## config.mk

```make
export PLATFORM = sky130hd
export DESIGN_NAME = if_prefetch_queue
export DESIGN_NICKNAME = d
export VERILOG_FILES = /design/src/rtl/if_prefetch_queue.sv
export SDC_FILE = /design/constraint.sdc
export NUM_CORES = 1
export LEC_CHECK = 0
export CAP_MARGIN = 15
export CORE_MARGIN = 2
export CORE_UTILIZATION = 52
export CTS_CLUSTER_DIAMETER = 200
export DETAILED_ROUTE_END_ITERATION = 7
export PLACE_DENSITY_LB_ADDON = 0.3
export SLEW_MARGIN = 20
export SYNTH_ARGS = -nofsm -noshare
export SYNTH_HDL_FRONTEND = slang
export SYNTH_SLANG_ARGS = --single-unit
```

## constraint.sdc

```tcl
create_clock -name clk -period 11.4 [get_ports clk]
set_input_delay 2.85 -clock clk [delete_from_list [all_inputs] [get_ports clk]]
set_output_delay 2.85 -clock clk [all_outputs]
set_load 0.01 [all_outputs]
```

## src/rtl/if_prefetch_queue.sv

```systemverilog
// -----------------------------------------------------------------------------
// if_prefetch_queue
//
// Instruction-fetch stage with a prefetch queue. Reads are issued to a
// synchronous instruction SRAM (1-cycle read latency) and the returned words
// are buffered in a DEPTH-entry circular queue that feeds ID.
//
// Handshake (ID side): the head entry is offered with id_valid; it is consumed
// in any cycle where id_valid and id_ready are both high, unless a redirect is
// taken in that same cycle (the flush wins and the pop is ignored). While
// id_ready is low the head entry and id_valid are held stable.
//
// Ports:
//   clk              clock
//   rst              synchronous reset, active-high
//   br_bus[32:0]     {br_e, br_addr}; br_e redirects fetch to br_addr
//   id_ready         ID accepts the head entry this cycle
//   id_valid         queue head is valid
//   id_pc[31:0]      PC of head entry (0 when the queue is empty)
//   id_inst[31:0]    instruction of head entry (0 for an adel entry or empty)
//   id_adel          head entry carries a misaligned-PC fetch exception
//   inst_sram_en     read request this cycle
//   inst_sram_wen    tied to 0 (read-only port)
//   inst_sram_addr   request address (current fetch PC)
//   inst_sram_wdata  tied to 0
//   inst_sram_rdata  read data, valid the cycle after the request
// -----------------------------------------------------------------------------
`ifndef BR_WD
`define BR_WD 33
`endif

module if_prefetch_queue #(
    parameter logic [31:0] RESET_PC = 32'hbfc0_0000,
    parameter int          DEPTH    = 4,
    parameter int          PTR_W    = $clog2(DEPTH)
) (
    input  logic              clk,
    input  logic              rst,
    input  logic [`BR_WD-1:0] br_bus,
    input  logic              id_ready,
    output logic              id_valid,
    output logic [31:0]       id_pc,
    output logic [31:0]       id_inst,
    output logic              id_adel,
    output logic              inst_sram_en,
    output logic [3:0]        inst_sram_wen,
    output logic [31:0]       inst_sram_addr,
    output logic [31:0]       inst_sram_wdata,
    input  logic [31:0]       inst_sram_rdata
);

    localparam logic [PTR_W+1:0] DEPTH_W = (PTR_W+2)'(DEPTH);
    localparam logic [PTR_W-1:0] LAST_PTR = PTR_W'(DEPTH - 1);

    // Redirect bus fields
    logic        br_e;
    logic [31:0] br_addr;
    assign br_e    = br_bus[32];
    assign br_addr = br_bus[31:0];

    // Fetch state
    logic [31:0] fetch_pc;
    logic        halted;

    // Request pipeline register: describes the request whose response
    // (real or pseudo) arrives in the current cycle.
    logic        inflight;
    logic [31:0] req_pc;
    logic        req_adel;

    // Queue storage and bookkeeping
    logic [31:0]      q_pc   [DEPTH];
    logic [31:0]      q_inst [DEPTH];
    logic             q_adel [DEPTH];
    logic [PTR_W-1:0] rd_ptr;
    logic [PTR_W-1:0] wr_ptr;
    logic [PTR_W:0]   count;

    logic             pop;
    logic             push;
    logic             kill;
    logic             issue;
    logic             aligned;
    logic [PTR_W+1:0] occupancy;

    function automatic logic [PTR_W-1:0] ptr_inc(input logic [PTR_W-1:0] p);
        return (p == LAST_PTR) ? '0 : p + 1'b1;
    endfunction

    assign id_valid = (count != '0);
    assign kill     = br_e;
    // A redirect flushes the queue, so a pop in that cycle is meaningless.
    assign pop      = id_valid & id_ready & ~br_e;
    assign push     = inflight & ~kill;
    assign aligned  = (fetch_pc[1:0] == 2'b00);

    // Slots already committed after this cycle: queued entries plus the
    // in-flight response, minus the entry leaving now. A new request is only
    // allowed if it is guaranteed a slot when its response lands.
    assign occupancy = (PTR_W+2)'(count) + (PTR_W+2)'(inflight) - (PTR_W+2)'(pop);
    assign issue     = ~rst & ~br_e & ~halted & (occupancy < DEPTH_W);

    // A misaligned fetch still counts as an issue (it produces a pseudo
    // response carrying the exception) but never reaches the SRAM.
    assign inst_sram_en    = issue & aligned;
    assign inst_sram_addr  = fetch_pc;
    assign inst_sram_wen   = 4'b0000;
    assign inst_sram_wdata = 32'h0000_0000;

    // Head entry straight from registers; forced to zero when empty.
    assign id_pc   = id_valid ? q_pc[rd_ptr]   : 32'h0000_0000;
    assign id_inst = id_valid ? q_inst[rd_ptr] : 32'h0000_0000;
    assign id_adel = id_valid ? q_adel[rd_ptr] : 1'b0;

    // Control state
    always_ff @(posedge clk) begin
        if (rst) begin
            fetch_pc <= RESET_PC;
            halted   <= 1'b0;
            inflight <= 1'b0;
            req_pc   <= 32'h0000_0000;
            req_adel <= 1'b0;
            count    <= '0;
            rd_ptr   <= '0;
            wr_ptr   <= '0;
        end else begin
            inflight <= issue;
            req_pc   <= fetch_pc;
            req_adel <= ~aligned;

            if (br_e) begin
                fetch_pc <= br_addr;
                halted   <= 1'b0;
                count    <= '0;
                rd_ptr   <= '0;
                wr_ptr   <= '0;
            end else begin
                if (issue) begin
                    if (aligned) begin
                        fetch_pc <= fetch_pc + 32'd4;
                    end else begin
                        // Stop after the exception entry until redirected.
                        halted <= 1'b1;
                    end
                end

                if (push) begin
                    wr_ptr <= ptr_inc(wr_ptr);
                end
                if (pop) begin
                    rd_ptr <= ptr_inc(rd_ptr);
                end
                count <= count + (PTR_W+1)'(push) - (PTR_W+1)'(pop);
            end
        end
    end

    // Queue storage; contents are don't-care while count is zero.
    always_ff @(posedge clk) begin
        if (!rst && push) begin
            q_pc[wr_ptr]   <= req_pc;
            q_inst[wr_ptr] <= req_adel ? 32'h0000_0000 : inst_sram_rdata;
            q_adel[wr_ptr] <= req_adel;
        end
    end

endmodule
```

# ---- Word level (Yosys, flattened, before mapping)
# Memory sizes are Yosys's and may differ from the RTL's. A register that Yosys moved wholly into a read port is not among the register bits.
# Cells that the tools add are included.
dict set report word_totals {
  reg_bits 74
  out_inout_bits 135
  mem_count 3
  inputBits 68
  wordCells 58
  ram_bits 260
}
dict set report classes {
  mux 17
  eq_ne 2
  magnitude_cmp 1
  n_bitwise 11
  n_addsub 7
  n_reduce_logical 9
}
# memory depth word_bits read_ports rd_clocked_by_memory_dff wr line_no
set memory_table {}
lappend memory_table {q_inst 4 32 1 1 1 73} ;# logic [31:0] q_inst [DEPTH];
lappend memory_table {q_pc 4 32 1 1 1 72} ;# logic [31:0] q_pc [DEPTH];
lappend memory_table {q_adel 4 1 1 1 1 74} ;# logic q_adel [DEPTH];
# operator n
set ops {}
lappend ops {{32-bit 2-to-1 mux} 6}
lappend ops {{32-bit by 3-bit adder with 32-bit output (second input constant)} 1}
lappend ops {{2-bit 2-to-1 mux} 8}
lappend ops {{1-bit AND} 7}
lappend ops {{2-bit by 1-bit adder with 2-bit output (second input constant)} 2}
lappend ops {{3-bit by 1-bit adder with 4-bit output} 1}
lappend ops {{2-bit == test (second input constant)} 2}
lappend ops {{4-bit by 3-bit less-than comparator with 1-bit output (second input constant)} 1}
lappend ops {{1-bit inverter} 4}
lappend ops {{2-bit AND reduction} 2}
lappend ops {{2-bit nonzero test} 2}
lappend ops {{4-bit by 1-bit subtractor with 4-bit output} 1}
lappend ops {{3-bit by 1-bit adder with 3-bit output} 1}
lappend ops {{1-bit 2-to-1 mux} 3}
lappend ops {{3-bit nonzero test} 1}
lappend ops {{3-bit by 1-bit subtractor with 3-bit output} 1}
lappend ops {{2-bit logical NOT} 1}
lappend ops {{2-bit OR reduction} 1}
lappend ops {{1-bit logical AND} 1}
lappend ops {{1-bit logical NOT} 1}

# ---- Logic depth before layout (Yosys ltp)
dict set report depth {
  ltp_word 8
  mapped_depth 12
  mapped_depth_nobuf 10
}

# ---- Worst setup path after synthesis
# Ideal clock, no wire load.
dict set report synth_path {
  path_type {in2out}
  from {input id_ready}
  to {output inst_sram_en}
  n_path_buf 2
  t_arrival_ns 4.752
  cell_stages 10
  required_ns 8.550
  slack_ns 3.798
  path_cell_list {nor2b_1 -> nand2_1 -> ha_1 -> and2_1 -> and4b_1 -> o31ai_1 -> or3_1 -> clkbuf_1 -> clkinv_1 -> buf_2}
}
dict set report synth_between {
  elab_chain_len 6
}
# element line_no
set synth_rtl {}
lappend synth_rtl {{start: declaration} 40} ;# input logic id_ready,
lappend synth_rtl {{1-bit AND (2 in series)} 93} ;# assign pop = id_valid & id_ready & ~br_e;
lappend synth_rtl {{4-bit by 1-bit subtractor with 4-bit output} 100} ;# assign occupancy = (PTR_W+2)'(count) + (PTR_W+2)'(inflight) - (PTR_W+2)'(pop);
lappend synth_rtl {{4-bit by 3-bit less-than comparator with 1-bit output} 101} ;# assign issue = ~rst & ~br_e & ~halted & (occupancy < DEPTH_W);
lappend synth_rtl {{1-bit AND} 101}
lappend synth_rtl {{1-bit AND} 105} ;# assign inst_sram_en = issue & aligned;
lappend synth_rtl {{end: declaration} 45} ;# output logic inst_sram_en,
# Every way passes these cells.

# ---- Worst setup path in the final report
dict set report layout_path {
  from {input br_bus[32]}
  to {output inst_sram_en}
}
dict set report layout_between {
  elab_chain_len 6
  elab_cells_between_ends 8
  cone_classes {add/sub: 1; order compare: 1; bitwise: 6}
}
# element line_no
set layout_rtl {}
lappend layout_rtl {{start: declaration} 39} ;# input logic [`BR_WD-1:0] br_bus,
lappend layout_rtl {{1-bit inverter (*)} {93, 101}}
lappend layout_rtl {{1-bit AND} 93}
lappend layout_rtl {{4-bit by 1-bit subtractor with 4-bit output} 100}
lappend layout_rtl {{4-bit by 3-bit less-than comparator with 1-bit output} 101}
lappend layout_rtl {{1-bit AND (*)} 101}
lappend layout_rtl {{1-bit AND (*)} 105}
# Every way passes the cells marked *; elsewhere a longest branch is shown, timed or not.

==> run summary <==
Switching share of total power: 20.2%
Buf/Inv on CP: 4
List of cells traversed by the critical path: clkdlybuf4s50_1 -> buf_4 -> nor2b_1 -> nand2_1 -> ha_1 -> and2_1 -> and4b_1 -> o31ai_1 -> or3_1 -> clkinv_1 -> clkdlybuf4s50_1
Maximum resistive drop on vdd: 0.0793 mV
Die Width: 166 µm
Clock latency on the worst-skew pair: 500 ps
Initial standard-cell utilization of the core: 52.7%
Synth Cell Area: 0.0137 mm²
Summed negative setup slack over all endpoints: 0 ps
Most repeated cell in the gate-level netlist after synthesis: sky130_fd_sc_hd__edfxtp_1
Depth of the most critical reg-to-reg path: 10
Fraction of final layout cells sized beyond drive strength 1: 12.7%
Endpoint, Worst Hold: halted
Area growth, synth to finish: 22.0%
Max clock buf depth: 3
Synthesis Warnings: 0
Share of the synthesized area in the top cell type: 57.2%
Num Clock Sinks: 336
Aggregate global-route resource usage: 19.3%
Crit share post-route: 85.8%
Die area: 0.0276 mm²
Clock buffer count from CTS: 35
Wire length reported by the detailed router: 26800 µm
Number of cells produced by synthesis: 870
Share of synthesized flip-flops with an asynchronous set or reset: 0%
Setup slack of the critical path after layout: 1620 ps
Kind of start point of the critical path: input pin
Std-Cell Core Area: 0.0259 mm²
Final standard cell area without fillers: 0.0167 mm²
Synthesis-stage register bit count: 336
Part of the total power dissipated in the clock network: 42.8%
Antenna violations before repair: 0
Combinational share of power: 5.3%
Non-filler cells in the finished layout: 1395
Power density over the cells: 158 mW/mm²
Number of enable-type register cells in the synthesized netlist: 260
Biggest fanout along the worst timing path: 41
Worst slack, placed: 1690 ps
Sequential-to-total area share from yosys stat: 68.3%
Capture instance of the worst register-to-register path: inst_sram_addr[20]
Distinct cell type count after synthesis: 51
Via count: 7671
Sequential share of power: 51.9%
Detailed-placement wirelength estimate: 15800 µm
Total power: 2640 µW
Largest incremental delay on the critical path: 700 ps
Area post-placement: 0.0155 mm²
CP required: 8550 ps
Largest cells by area after synthesis: sky130_fd_sc_hd__edfxtp_1 57%, sky130_fd_sc_hd__dfxtp_1 11%, sky130_fd_sc_hd__mux4_2 11%
Average routed wire per standard cell: 19.2 µm
Maximum number of pins on one net before global-route repair: 67
Critical Path Slowest Stage Cell: sky130_fd_sc_hd__clkinv_1
Clock Root Buffer: sky130_fd_sc_hd__clkbuf_16
Critical path data arrival time: 6930 ps
First-pass GRT wire length: 42200 µm
Die Height: 166 µm
Final worst clock skew: 11.0 ps
Highest achievable clock rate: 102 MHz
Largest delay contributor family on the critical path: buffers and inverters
Routability Congestion: 0.839
ANT cells: 0
Clock tree from TritonCTS: yes
NetSw: 534 µW
# hold bufs at CTS: 0
Measured slew at the worst slew-check pin: 1050 ps
Number of optimization iterations in the first detailed-route pass: 5
Unrepaired setup endpoints after global routing: false
Startpoint of the lowest-slack hold path: halted
R2R setup slack: 7470 ps
Maxcap violations: 0
Final-stage net count: 1113
Cell depth of the worst hold path: 1
Top flip-flop cell by instance count after synthesis: sky130_fd_sc_hd__edfxtp_1
DRC viols: 0
Library cell with the largest summed area after synthesis: sky130_fd_sc_hd__edfxtp_1
Synthesized area per cell: 15.7 µm²
Postcts setup bufs: 0
Cell repeated most along the worst path: sky130_fd_sc_hd__clkdlybuf4s50_1
Worst slew margin relative to its limit: 30.1%
Final Hold Violating Endpoints: 0
Placed insts: 1332
Internal power summed over all cells: 2100 µW
Placement Rows: 59
H-tree depth: 2
Total I/O pin count: 203
Final Max Tran Viols: 0
Endpoints failing setup: 0
Startpoint of the lowest-slack register-to-register path: count[0]
List of most frequent post-synthesis cells: 260 x sky130_fd_sc_hd__edfxtp_1, 76 x sky130_fd_sc_hd__dfxtp_1, 67 x sky130_fd_sc_hd__and2_1
Clock-pin slew on the worst setup and hold paths: 60 ps
Gates resized, CTS repair: 0
Min cycle time layout: 9780 ps
Buffers added on ports: 166
Via count of the first global-routing pass: 7701
Via count normalized by instance count: 5.50
Tightest Hold Check Type: register to register
WS Path Type: input pin to output port
1st-iter DRT viols: 569
Kind of end point of the critical path: output port
Leakage Power: 0.00553 µW
Status: finished clean
Global route overflow: 0
Number of routed nets with antenna violations: 0
==> worst register-to-register path: stages (launching register included) <==
cell	delay, ps
sky130_fd_sc_hd__dfxtp_1	380
sky130_fd_sc_hd__o21ba_2	280
sky130_fd_sc_hd__nand2_1	50
sky130_fd_sc_hd__ha_1	280
sky130_fd_sc_hd__and2_1	200
sky130_fd_sc_hd__and4b_1	230
sky130_fd_sc_hd__o31ai_1	340
sky130_fd_sc_hd__or3_1	660
sky130_fd_sc_hd__clkinv_1	700
sky130_fd_sc_hd__and4_1	400
sky130_fd_sc_hd__o311a_1	320
==> flip-flops by register name (all words and copies together), names as in the netlist, 2 cells and up, named ones only <==
register / cells
q_pc: 128
rd_ptr: 2
inst_sram_addr: 32
count: 3
req_pc: 32
q_adel: 4
wr_ptr: 2
q_inst: 128
==> cell families (layout without fill, tap and decap cells) <==
| group | after synthesis | after routing | share of synthesized area (%) |
|---|---|---|---|
| DFF | 336 | 336 | 68.3 |
| adders and majority gates | 11 | 11 | 1.06 |
| buffers and inverters | 100 | 255 | 3.77 |
| muxes | 73 | 73 | 11.3 |
| and+or+nand+nor | 271 | 271 | 11.2 |
| xor gates and xnor gates | 5 | 5 | 0.321 |
| AOI/OAI and AO/OA | 73 | 73 | 3.98 |
| other | 1 | 36 | 0.0275 |
==> metal layers <==
metal	track usage, %	part of all wire (%)	vias up
li1	-	-	3570
met3	3.60	6.6	33
met1	28.1	46	3779
met2	30.7	46	289
met4	4.54	1.7	0
met5	0	0	-
==> cell usage in the layout (no fill, tap or decap), types with 6 or more instances in the layout <==
| cell | count |
|---|---|
| sky130_fd_sc_hd__edfxtp_1 | 260 |
| sky130_fd_sc_hd__clkdlybuf4s50_1 | 165 |
| sky130_fd_sc_hd__dfxtp_1 | 74 |
| sky130_fd_sc_hd__and2_1 | 67 |
| sky130_fd_sc_hd__mux4_2 | 65 |
| sky130_fd_sc_hd__nor2b_1 | 56 |
| sky130_fd_sc_hd__nor2_1 | 39 |
| sky130_fd_sc_hd__clkbuf_16 | 37 |
| sky130_fd_sc_hd__conb_1 | 36 |
| sky130_fd_sc_hd__nand2_1 | 23 |
| sky130_fd_sc_hd__nand3_1 | 18 |
| sky130_fd_sc_hd__inv_1 | 17 |
| sky130_fd_sc_hd__nor3_1 | 13 |
| sky130_fd_sc_hd__a21oi_1 | 12 |
| sky130_fd_sc_hd__or3_1 | 11 |
| sky130_fd_sc_hd__clkbuf_1 | 11 |
| sky130_fd_sc_hd__ha_1 | 10 |
| sky130_fd_sc_hd__o21ai_0 | 8 |
| sky130_fd_sc_hd__nand4_1 | 8 |
| sky130_fd_sc_hd__o21a_1 | 8 |
| sky130_fd_sc_hd__nand2b_1 | 8 |
| sky130_fd_sc_hd__o311a_1 | 8 |
| sky130_fd_sc_hd__buf_4 | 8 |
| sky130_fd_sc_hd__o31ai_1 | 7 |
| sky130_fd_sc_hd__or4_1 | 6 |
| sky130_fd_sc_hd__o211ai_1 | 6 |
| sky130_fd_sc_hd__nor4_1 | 6 |
==> power groups by stage <==
stage	logic [µW]	clock network (µW)	registers, µW
after floorplan	78.4	0	1390
after global placement	139	0	1390
after detailed placement	141	0	1390
after CTS	142	1150	1370
after global routing	153	1210	1370
final	140	1130	1370
==> through the flow <==
step / hold slack (ps) / utilization [%]
after global placement: 450 / 59.8
final: 474 / 64.3
after detailed placement: 460 / 59.8
after floorplan: 438 / -
after global routing: 488 / 64.3
after CTS: 474 / 64.3
==> cell type report <==
class                           count  area [µm²]
Clock buffer                       48         967
Clock inverter                     15         185
Fill cell                        1851        9250
Inverter                           18        67.6
Multi-Input combinational cell    469        3970
Sequential cell                   336        9340
Tap cell                          335         419
Timing Repair Buffer              174        1720
==> how the worst max path moves through the flow <==
stage               start  depth (start not counted)  slack, ps            to
2_1_floorplan    id_ready                         10       3800  inst_sram_en
3_3_place_gp   br_bus[32]                         11       1690  inst_sram_en
3_5_place_dp   br_bus[32]                         11       1690  inst_sram_en
4_1_cts        br_bus[32]                         11       1670  inst_sram_en
5_1_grt        br_bus[32]                         11       1320  inst_sram_en
6_report       br_bus[32]                         11       1620  inst_sram_en
No activity file was read; power rests on OpenSTA's default activity.
